### src/rtl/mmio_uart_tx_pkg.sv
// -----------------------------------------------------------------------------
// mmio_uart_tx_pkg
//   Shared definitions for the memory-mapped UART transmitter: register
//   offsets relative to the block base address, the STATUS word layout and
//   the serialiser FSM state encodings.
// -----------------------------------------------------------------------------
package mmio_uart_tx_pkg;

   // Register offsets from BASE_ADDR
   localparam logic [31:0] DATA_OFFSET   = 32'h0000_0000;
   localparam logic [31:0] STATUS_OFFSET = 32'h0000_0004;

   // STATUS word as seen by firmware on a lw; busy is bit 0.
   typedef struct packed {
      logic [15:0] rsvd_hi;
      logic [7:0]  count;
      logic [3:0]  rsvd_lo;
      logic        overflow;
      logic        empty;
      logic        full;
      logic        busy;
   } status_t;

   // Serialiser FSM encodings
   localparam logic [1:0] ST_IDLE  = 2'd0;
   localparam logic [1:0] ST_START = 2'd1;
   localparam logic [1:0] ST_DATA  = 2'd2;
   localparam logic [1:0] ST_STOP  = 2'd3;

endpackage

### src/rtl/mmio_uart_tx_byte_fifo.sv
// -----------------------------------------------------------------------------
// byte_fifo
//   Small synchronous FIFO holding bytes waiting to be serialised.
//   A push into a full FIFO is still accepted when a pop happens on the same
//   edge, so a drained slot can be refilled without a bubble.
// Ports
//   clk      in   clock, rising edge
//   rst_n    in   asynchronous active-low reset
//   push_i   in   enqueue request
//   data_i   in   byte to enqueue
//   pop_i    in   dequeue request (ignored when empty)
//   data_o   out  head-of-queue byte (valid when !empty_o)
//   full_o   out  count == DEPTH
//   empty_o  out  count == 0
//   count_o  out  occupancy, 0..DEPTH
//   accept_o out  push_i was taken on this edge
// -----------------------------------------------------------------------------
module byte_fifo #(
   parameter int WIDTH = 8,
   parameter int DEPTH = 4
) (
   input  logic                     clk,
   input  logic                     rst_n,
   input  logic                     push_i,
   input  logic [WIDTH-1:0]         data_i,
   input  logic                     pop_i,
   output logic [WIDTH-1:0]         data_o,
   output logic                     full_o,
   output logic                     empty_o,
   output logic [$clog2(DEPTH):0]   count_o,
   output logic                     accept_o
);

   localparam int AW = $clog2(DEPTH);
   localparam logic [AW-1:0] PTR_ONE  = AW'(1);
   localparam logic [AW:0]   CNT_ONE  = (AW+1)'(1);
   localparam logic [AW:0]   CNT_FULL = (AW+1)'(DEPTH);

   logic [WIDTH-1:0] mem_q [DEPTH];
   logic [AW-1:0]    wr_ptr_q, rd_ptr_q;
   logic [AW:0]      count_q;
   logic             do_push, do_pop;

   assign empty_o  = (count_q == '0);
   assign full_o   = (count_q == CNT_FULL);
   assign count_o  = count_q;
   assign data_o   = mem_q[rd_ptr_q];

   assign do_pop   = pop_i & ~empty_o;
   assign do_push  = push_i & (~full_o | do_pop);
   assign accept_o = do_push;

   // NOTE: storage has no reset; the pointers and count alone define which
   // entries are valid, and leaving the array unreset lets it map to RAM.
   always_ff @(posedge clk) begin
      if (do_push) mem_q[wr_ptr_q] <= data_i;
   end

   // Pointers wrap naturally because DEPTH is a power of two.
   always_ff @(posedge clk or negedge rst_n) begin
      if (!rst_n) begin
         wr_ptr_q <= '0;
         rd_ptr_q <= '0;
         count_q  <= '0;
      end else begin
         if (do_push) wr_ptr_q <= wr_ptr_q + PTR_ONE;
         if (do_pop)  rd_ptr_q <= rd_ptr_q + PTR_ONE;
         case ({do_push, do_pop})
            2'b10:   count_q <= count_q + CNT_ONE;
            2'b01:   count_q <= count_q - CNT_ONE;
            default: count_q <= count_q;
         endcase
      end
   end

endmodule

### src/rtl/mmio_uart_tx.sv
// -----------------------------------------------------------------------------
// mmio_uart_tx
//   UART transmitter mapped onto the single-cycle MIPS data bus. Stores to
//   the DATA register queue a byte; a store to STATUS clears the sticky
//   overflow flag. Bytes are sent 8N1, LSB first, BAUD_DIV clocks per bit,
//   back to back with no idle gap while the queue has data.
// Ports
//   clk        in   system clock, rising edge
//   reset      in   asynchronous active-low reset
//   Address    in   byte address from the ALU
//   WriteData  in   store data; bits [7:0] carry the byte
//   MemWrite   in   store strobe
//   MemRead    in   load strobe (not needed: reads are combinational)
//   ReadData   out  STATUS word when STATUS is addressed, else 0
//   Hit        out  DATA or STATUS addressed; selects IO in the read mux
//   TxD        out  serial line, idle high
//   TxBusy     out  frame in flight or bytes queued
// -----------------------------------------------------------------------------
module mmio_uart_tx
   import mmio_uart_tx_pkg::*;
#(
   parameter logic [31:0] BASE_ADDR  = 32'h1001_0024,
   parameter int          BAUD_DIV   = 434,
   parameter int          FIFO_DEPTH = 4
) (
   input  logic        clk,
   input  logic        reset,
   input  logic [31:0] Address,
   input  logic [31:0] WriteData,
   input  logic        MemWrite,
   input  logic        MemRead,
   output logic [31:0] ReadData,
   output logic        Hit,
   output logic        TxD,
   output logic        TxBusy
);

   localparam int BW = (BAUD_DIV > 1) ? $clog2(BAUD_DIV) : 1;
   localparam int CW = $clog2(FIFO_DEPTH) + 1;
   localparam logic [BW-1:0] BAUD_LAST = BW'(BAUD_DIV - 1);

   // Reset asserts immediately but releases two clocks after the pin rises,
   // so no flop sees the release close to an edge.
   logic [1:0] rst_sync_q;
   logic       rst_n;

   always_ff @(posedge clk or negedge reset) begin
      if (!reset) rst_sync_q <= 2'b00;
      else        rst_sync_q <= {rst_sync_q[0], 1'b1};
   end
   assign rst_n = rst_sync_q[1];

   // ---------------- address decode ----------------
   logic hit_data, hit_status, push_req, status_wr;

   assign hit_data   = (Address == BASE_ADDR + DATA_OFFSET);
   assign hit_status = (Address == BASE_ADDR + STATUS_OFFSET);
   assign Hit        = hit_data | hit_status;
   assign push_req   = MemWrite & hit_data;
   assign status_wr  = MemWrite & hit_status;

   // ---------------- FIFO ----------------
   logic [7:0]    fifo_data;
   logic          fifo_full, fifo_empty, fifo_accept, pop;
   logic [CW-1:0] fifo_count;

   byte_fifo #(
      .WIDTH (8),
      .DEPTH (FIFO_DEPTH)
   ) u_fifo (
      .clk      (clk),
      .rst_n    (rst_n),
      .push_i   (push_req),
      .data_i   (WriteData[7:0]),
      .pop_i    (pop),
      .data_o   (fifo_data),
      .full_o   (fifo_full),
      .empty_o  (fifo_empty),
      .count_o  (fifo_count),
      .accept_o (fifo_accept)
   );

   // ---------------- sticky overflow ----------------
   logic overflow_q;

   always_ff @(posedge clk or negedge rst_n) begin
      if (!rst_n)                          overflow_q <= 1'b0;
      else if (status_wr)                  overflow_q <= 1'b0;
      else if (push_req && !fifo_accept)   overflow_q <= 1'b1;
   end

   // ---------------- serialiser ----------------
   logic [1:0]    state_q, state_d;
   logic [BW-1:0] baud_cnt_q, baud_cnt_d;
   logic [2:0]    bit_idx_q, bit_idx_d;
   logic [7:0]    shift_q, shift_d;
   logic          baud_end;

   assign baud_end = (baud_cnt_q == BAUD_LAST);

   // NOTE: every always_comb output gets a default first so no path leaves it
   // unassigned; otherwise synthesis infers a latch.
   always_comb begin
      state_d    = state_q;
      baud_cnt_d = baud_end ? '0 : baud_cnt_q + BW'(1);
      bit_idx_d  = bit_idx_q;
      shift_d    = shift_q;
      pop        = 1'b0;
      case (state_q)
         ST_IDLE: begin
            baud_cnt_d = '0;
            if (!fifo_empty) begin
               pop     = 1'b1;
               shift_d = fifo_data;
               state_d = ST_START;
            end
         end
         ST_START: begin
            if (baud_end) begin
               state_d   = ST_DATA;
               bit_idx_d = 3'd0;
            end
         end
         ST_DATA: begin
            if (baud_end) begin
               shift_d = {1'b0, shift_q[7:1]};
               if (bit_idx_q == 3'd7) state_d   = ST_STOP;
               else                   bit_idx_d = bit_idx_q + 3'd1;
            end
         end
         ST_STOP: begin
            // Chain straight into the next start bit when more data is queued.
            if (baud_end) begin
               if (!fifo_empty) begin
                  pop     = 1'b1;
                  shift_d = fifo_data;
                  state_d = ST_START;
               end else begin
                  state_d = ST_IDLE;
               end
            end
         end
         default: state_d = ST_IDLE;
      endcase
   end

   // NOTE: sequential state uses non-blocking assignments so every flop samples
   // the pre-edge values regardless of statement order.
   always_ff @(posedge clk or negedge rst_n) begin
      if (!rst_n) begin
         state_q    <= ST_IDLE;
         baud_cnt_q <= '0;
         bit_idx_q  <= '0;
         shift_q    <= '0;
      end else begin
         state_q    <= state_d;
         baud_cnt_q <= baud_cnt_d;
         bit_idx_q  <= bit_idx_d;
         shift_q    <= shift_d;
      end
   end

   // Line level decoded from registered state, so an async reset forces idle
   // high at once.
   always_comb begin
      case (state_q)
         ST_START: TxD = 1'b0;
         ST_DATA:  TxD = shift_q[0];
         default:  TxD = 1'b1;
      endcase
   end

   assign TxBusy = (state_q != ST_IDLE) | ~fifo_empty;

   // ---------------- read data ----------------
   status_t status;

   always_comb begin
      status          = '0;
      status.count    = 8'(fifo_count);
      status.overflow = overflow_q;
      status.empty    = fifo_empty;
      status.full     = fifo_full;
      status.busy     = TxBusy;
   end

   assign ReadData = hit_status ? status : 32'h0;

   logic unused_inputs;
   assign unused_inputs = ^{WriteData[31:8], MemRead};

endmodule

### config.mk
export PLATFORM = sky130hd
export DESIGN_NAME = mmio_uart_tx
export DESIGN_NICKNAME = d
export VERILOG_FILES = /design/src/rtl/mmio_uart_tx_pkg.sv /design/src/rtl/mmio_uart_tx_byte_fifo.sv /design/src/rtl/mmio_uart_tx.sv
export SDC_FILE = /design/constraint.sdc
export NUM_CORES = 1
export LEC_CHECK = 0
export BUFFER_PORTS_ARGS = -buffer_cell sky130_fd_sc_hd__buf_2
export CAP_MARGIN = 20
export CORE_MARGIN = 4
export CORE_UTILIZATION = 51
export CTS_CLUSTER_DIAMETER = 150
export DETAILED_ROUTE_END_ITERATION = 8
export GPL_TIMING_DRIVEN = 0
export HOLD_SLACK_MARGIN = 0.06
export PLACE_DENSITY = 0.8
export SYNTH_ARGS = -nofsm -noshare
export SYNTH_HDL_FRONTEND = slang
export SYNTH_HIERARCHICAL = 1
export SYNTH_SLANG_ARGS = --single-unit
### constraint.sdc
create_clock -name clk -period 1.5 [get_ports clk]
set_input_delay 0 -clock clk [delete_from_list [all_inputs] [get_ports clk]]
set_output_delay 0 -clock clk [all_outputs]
set_load 0.1 [all_outputs]
==> flow_summary.yaml, run 1 <==
status:
  outcome: "finished with violations"
  violations: "negative setup slack"
pwr:
  total_power_mw: 3.82
  power.leakage_nw: 2.21
  power.density_nw_per_um2: 768
  ir_drop_mv: 0.849
logic_synthesis:
  syn-cell-area_um2: 3320
  synth_cell_type_count: 52
  synth_seq_cells: 64
  synth.area.top_cells: "edfxtp_1 29%, dfrtp_1 24%, buf_4 5.6%, ha_1 5.6%, mux4_2 5.4%"
  yosys.area.top_type_share_pct: 28.9
  synth_top_family_by_area: "simple AND/OR/NAND/NOR gates"
  synth-xor-area-share_pct: 3.43
  avgSynthCellArea_um2: 13.0
  synth_edf_count: 32
  synthAdderAreaFrac_pct: 6.25
  synth-simple-area-share_pct: 12.7
  synth_compound_area_share_pct: 5.42
  netlist_instances: 255
  synth_mux_area_share_pct: 11.3
  synth_top_area_cell: "edfxtp_1"
  yosysWarningCount: 6
  yosysSeqAreaShare_pct: 53.0
  synth-async-reset-ratio_pct: 50.0
  synthFlopType: "edfxtp_1"
timing:
  worst_pin_slew_ns: 0.786
  post-route-period-util_pct: 167
  relSlewSlack_pct: 47.6
  setup_violations: 72
  rsz0062_at_grt: "true"
  clock.fmax_mhz: 400
  slew_violations: 0
  fin_ws_ns: -0.998
  skew_ns: 0.00912
  fin_crit_ns: 2.50
  hold_viol: 0
cts:
  cts_sinks: 64
  cts_buffers: 9
  clk_pin_slew_ns: 0.08
  clockBufferDepth: 2
  clkLatencyLatePin_ns: 0.35
  root_buffer: "clkbuf_8"
  htree_levels: 3
  cts_tree: "built"
place:
  port_buffers: 52
  place.gp.congestion: 0.803
  pre_cts_ws_ns: -1.12
  place_hpwl_mm: 4.50
final_layout:
  multiInputGateArea_um2: 1730
  final_common_cell: "buf_4"
  layout.nets: 472
  drive_above_1_share_pct: 58.3
  register_area_um2: 1770
  num_antenna_cells: 0
  n_fill_cell: 351
  final_cell_mix: "47 x buf_4, 41 x buf_2, 32 x edfxtp_1"
  areaGrowthSynthToFinish_pct: 49.7
route:
  first_pass_iters: 4
  vias: 2414
  routed_via_density: 5.14
  drt_iter0_drc: 118
  postRouteAntennaNets: 0
  wl_mm: 7.82
  wire_per_inst_um: 16.6
  drc_errors: 0
global_routing:
  grt_pass1_vias: 2397
  antenna_found_initial: 0
  grt_overflow: 0
  grt_pass1_wl_mm: 11.2
  grt_usage_pct: 18.8
  grt_max_degree: 19
critical_path:
  cp_slowest_cell: "dfrtp_1"
  crit_path_start: "baud_cnt_q[1]$_DFF_PN0_"
  cp.arrival_ns: 2.77
  required_ns: 1.77
  crit_path_cell_trace: "inv_2, ha_2, and2_4, and3_4, a21oi_2, nor3_2, o31a_2, ha_4, inv_2, fa_2, xor2_1, nor2_1, xor2_1"
  rr_worst_depth: 13
  cp-end-kind: "register"
  ff2ff_setup_slack_ns: -1.0
  rr_startpoint: "baud_cnt_q[1]$_DFF_PN0_"
  crit_fanout: 2
  critPathKind: "register to register"
  r2r-end: "u_fifo/count_o[2]$_DFFE_PN0P_"
  cp-start-kind: "register"
  critPathMaxStageDelay_ns: 0.39
min_path:
  hp-start: "Address[8]"
  hp-class: "primary input to register"
  min_to: "overflow_q$_DFFE_PN0P_"
  whs_path_depth: 4
job:
  maxCapViolations: 0
floorplanning:
  floorplan.rows: 29
  fp.dieArea_um2: 7870
  io_pins: 103
  dieWidth_um: 88.7
  start_util_pct: 52.3
  die_h_um: 88.7
  core_um2: 6350
Yosys cell counts, drive strengths merged (2+ instances only):
master / instances
dfrtp: 32
edfxtp: 32
buf: 26
mux2: 16
ha: 15
and2: 13
inv: 12
nor2: 12
nand2: 10
mux4: 8
xnor2: 7
nor3: 6
nor4: 6
xor2: 6
clkbuf: 5
o21ai: 5
a21oi: 4
nand4: 4
nand2b: 3
a21boi: 2
a22o: 2
and3: 2
conb: 2
nand3: 2
nor2b: 2
nor4b: 2
power breakdown:
part / switching, mW / internal (mW) / total (mW)
combinational: 0.332 / 0.117 / 0.449
clock: 0.729 / 0.783 / 1.51
sequential: 0.0103 / 1.85 / 1.86
total: 1.07 / 2.75 / 3.82
worst max-delay path, delay by kind of cell, from the launching register on:
| kind | cells | cell delay, ns |
|---|---|---|
| buffers and inverters | 2 | 0.10 |
| DFF | 1 | 0.39 |
| xor gates and xnor gates | 2 | 0.33 |
| adders and majority gates | 3 | 0.64 |
| and+or+nand+nor | 4 | 0.68 |
| AOI/OAI and AO/OA | 2 | 0.29 |
per-stage QoR:
stage	utilization, %	cells	setup TNS (ns)	hold WS, ns	instance area, µm²
6_report	78.3	470	-39.59	0.120	4970
5_1_grt	78.3	470	-44.16	0.163	4970
4_1_cts	73.1	453	-34.66	0.100	4640
3_5_place_dp	61.3	409	-40.04	-0.211	3890
3_3_place_gp	61.1	408	-38.22	-0.215	3880
2_1_floorplan	-	279	-24.86	-0.296	3520
final cells by class:
| type | count | share of cell area (%) |
|---|---|---|
| flip-flops and latches | 64 | 35.5 |
| multi-input cells | 172 | 34.7 |
| repair buffers | 99 | 17.7 |
| plain buffers | 30 | 5.13 |
| clock buffers | 9 | 2.49 |
| well taps | 77 | 1.94 |
| clock inverters | 7 | 1.58 |
| inverters | 12 | 0.906 |
cells by family after synthesis:
family	after synthesis
xor gates and xnor gates	13
AOI/OAI and AO/OA	22
other	2
muxes	25
buffers and inverters	43
adders and majority gates	16
and+or+nand+nor	70
DFF	64
flip-flops by register name (all words and copies together), names as in the netlist:
signal           count
overflow_q           1
baud_cnt_q           9
rst_sync_q           2
state_q              2
u_fifo/wr_ptr_q      2
u_fifo/rd_ptr_q      2
u_fifo/mem_q        32
bit_idx_q            3
u_fifo/count_o       3
shift_q              8
worst max path at each step:
stage,to,depth (start not counted)
finish,u_fifo/count_o[2]$_DFFE_PN0P_,13
global route,u_fifo/count_o[2]$_DFFE_PN0P_,13
CTS,u_fifo/count_o[2]$_DFFE_PN0P_,14
detailed placement,u_fifo/count_o[2]$_DFFE_PN0P_,16
global placement,u_fifo/count_o[2]$_DFFE_PN0P_,14
floorplan,u_fifo/count_o[2]$_DFFE_PN0P_,16
repair_timing:
action / CTS / global route
setup endpoints to repair: 72 / 72
pin swaps: 15 / 17
endpoints found under the hold margin: 35 / 0
gates resized for setup: 74 / 54
setup buffers: 17 / 18
gates cloned: 0 / 1
hold buffers: 11 / 0
metal layers:
layer,global-route usage (%),up-vias,part of all wire (%)
met1,22.2,1189,39
met4,7.01,0,2.1
li1,-,1136,-
met3,5.03,20,4.2
met5,0,-,0
met2,32.9,69,55
No activity file was read; power rests on OpenSTA's default activity.
==> run 2: changes to the inputs <==
clock period = 2.5 ns   (was 1.5 ns; I/O delays follow)
==> flow_summary.yaml, run 2 (synthesis results as in run 1) <==
final_layout:
  final_area_um2: 4250
  final_cells: 442
  reg_top3: "u_fifo/mem_q: 32 flops, baud_cnt_q: 9 flops, shift_q: 8 flops"
  final_common_cell: "buf_2"
  num_antenna_cells: 0
  drive_above_1_share_pct: 40.8
  n_fill_cell: 434
  areaGrowthSynthToFinish_pct: 28.0
  final_cell_mix: "53 x buf_2, 32 x buf_4, 32 x dfrtp_1, 32 x edfxtp_1, 26 x conb_1"
  layout.nets: 444
  final_util_pct: 67.0
  top_register: "u_fifo/mem_q"
  register_area_um2: 1760
  multiInputGateArea_um2: 1450
  largest_reg_flops: 32
status:
  outcome: "finished with violations"
  violations: "negative setup slack"
place:
  dpl_cell_area_um2: 3820
  place_hpwl_mm: 4.45
  placedCellCount: 409
  place.gp.congestion: 0.798
  port_buffers: 52
  pre_cts_ws_ns: -0.295
min_path:
  hp-class: "primary input to register"
  min_to: "overflow_q$_DFFE_PN0P_"
  hp-start: "Address[0]"
  whs_path_depth: 4
cts:
  clkLatencyLatePin_ns: 0.33
  cts_sinks: 64
  cts_buffers: 9
  htree_levels: 3
  cts_tree: "built"
  root_buffer: "clkbuf_8"
  clockBufferDepth: 2
  clk_pin_slew_ns: 0.07
timing:
  hold_viol: 0
  post-route-period-util_pct: 100
  fin_crit_ns: 2.51
  rsz0062_at_grt: "true"
  skew_ns: 0.00532
  holdWs_ns: 0.112
  relSlewSlack_pct: 61.4
  setup_violations: 1
  clock.fmax_mhz: 398
  fin_setup_tns_ns: -0.0111
  worst_pin_slew_ns: 0.578
  slew_violations: 0
  fin_ws_ns: -0.0111
global_routing:
  antenna_found_initial: 0
  grt_usage_pct: 17.9
  grt_pass1_vias: 2218
  grt_max_degree: 20
  grt_overflow: 0
  grt_pass1_wl_mm: 10.5
critical_path:
  cp-end-kind: "register"
  cp-start-kind: "register"
  crit_fanout: 4
  cp.arrival_ns: 2.73
  required_ns: 2.72
  rr_startpoint: "baud_cnt_q[1]$_DFF_PN0_"
  r2r-end: "u_fifo/count_o[2]$_DFFE_PN0P_"
  rr_worst_depth: 15
  ff2ff_setup_slack_ns: -0.01
  critPathKind: "register to register"
pwr:
  combPwrFrac_pct: 10.9
  p_switching_mw: 0.607
  intPower_mw: 1.84
  switching_share_pct: 24.8
  power.leakage_nw: 1.93
  total_power_mw: 2.45
  power.density_nw_per_um2: 576
  p_clk_share_pct: 43.7
  p_seq_share_pct: 45.5
  ir_drop_mv: 0.721
route:
  first_pass_iters: 5
  wl_mm: 6.55
  routed_via_density: 5.08
  postRouteAntennaNets: 0
  wire_per_inst_um: 14.8
  drc_errors: 0
  vias: 2247
  drt_iter0_drc: 94
floorplanning:
  core_um2: 6350
  dieWidth_um: 88.7
  io_pins: 103
  fp.dieArea_um2: 7870
  floorplan.rows: 29
  die_h_um: 88.7
  start_util_pct: 52.3
job:
  maxCapViolations: 0
-- run 2: changes by cell type in the layout (fill, tap and decap cells not counted), sizes merged --
cell / before / now
buf: 115 / 86
bufinv: 1 / 3
clkbuf: 12 / 13
clkinv: 0 / 2
clkinvlp: 3 / 1
inv: 15 / 13
-- run 2: what timing repair did --
item,4_1_cts,5_1_grt
hold buffers,11,0
gates resized for setup,6,7
endpoints found under the setup margin,18,19
setup buffers,6,1
endpoints found under the hold margin,35,0
pin swaps,4,2
-- run 2: power groups by stage --
stage / Sequential, mW / Clock, mW / Combinational, mW
finish: 1.11 / 1.07 / 0.266
global route: 1.11 / 1.14 / 0.278
CTS: 1.11 / 1.09 / 0.264
detailed placement: 1.14 / 0 / 0.250
global placement: 1.14 / 0 / 0.237
floorplan: 1.14 / 0 / 0.199
-- run 2: worst max-delay path, cell delays in order (launching register included) --
cell	delay, ns
dfrtp_1	0.40
inv_1	0.08
ha_1	0.15
and2_4	0.15
and3_4	0.19
a21oi_2	0.06
nor3_2	0.19
inv_1	0.11
a21boi_4	0.19
inv_2	0.06
ha_4	0.17
inv_2	0.06
fa_2	0.19
xor2_1	0.17
nor2_1	0.07
xor2_1	0.14
-- run 2: metal layers --
| layer | routed length (µm) | global-route usage, % |
|---|---|---|
| met2 | 3450 | 30.2 |
| met5 | 0 | 0 |
| met3 | 336 | 4.56 |
| met1 | 2640 | 22.0 |
| met4 | 125 | 7.14 |
-- run 2: worst max path at each step --
stage | startpoint | endpoint | slack (ns)
floorplan | baud_cnt_q[0]$_DFF_PN0_ | u_fifo/count_o[2]$_DFFE_PN0P_ | 0.02
global placement | baud_cnt_q[6]$_DFF_PN0_ | u_fifo/count_o[2]$_DFFE_PN0P_ | -0.20
detailed placement | baud_cnt_q[1]$_DFF_PN0_ | u_fifo/count_o[2]$_DFFE_PN0P_ | -0.29
CTS | state_q[0]$_DFFE_PN0P_ | TxD | 0.004
global route | baud_cnt_q[1]$_DFF_PN0_ | u_fifo/count_o[2]$_DFFE_PN0P_ | -0.09
finish | baud_cnt_q[1]$_DFF_PN0_ | u_fifo/count_o[2]$_DFFE_PN0P_ | -0.01
-- run 2: area by class of cell --
cell class,count,share of cell area [%]
Tap cell,77,2.26
Inverter,12,1.06
Clock buffer,9,2.91
Clock inverter,7,2.79
Timing Repair Buffer,71,10.6
Multi-Input combinational cell,172,34.1
Sequential cell,64,41.4
Buffer,30,4.91
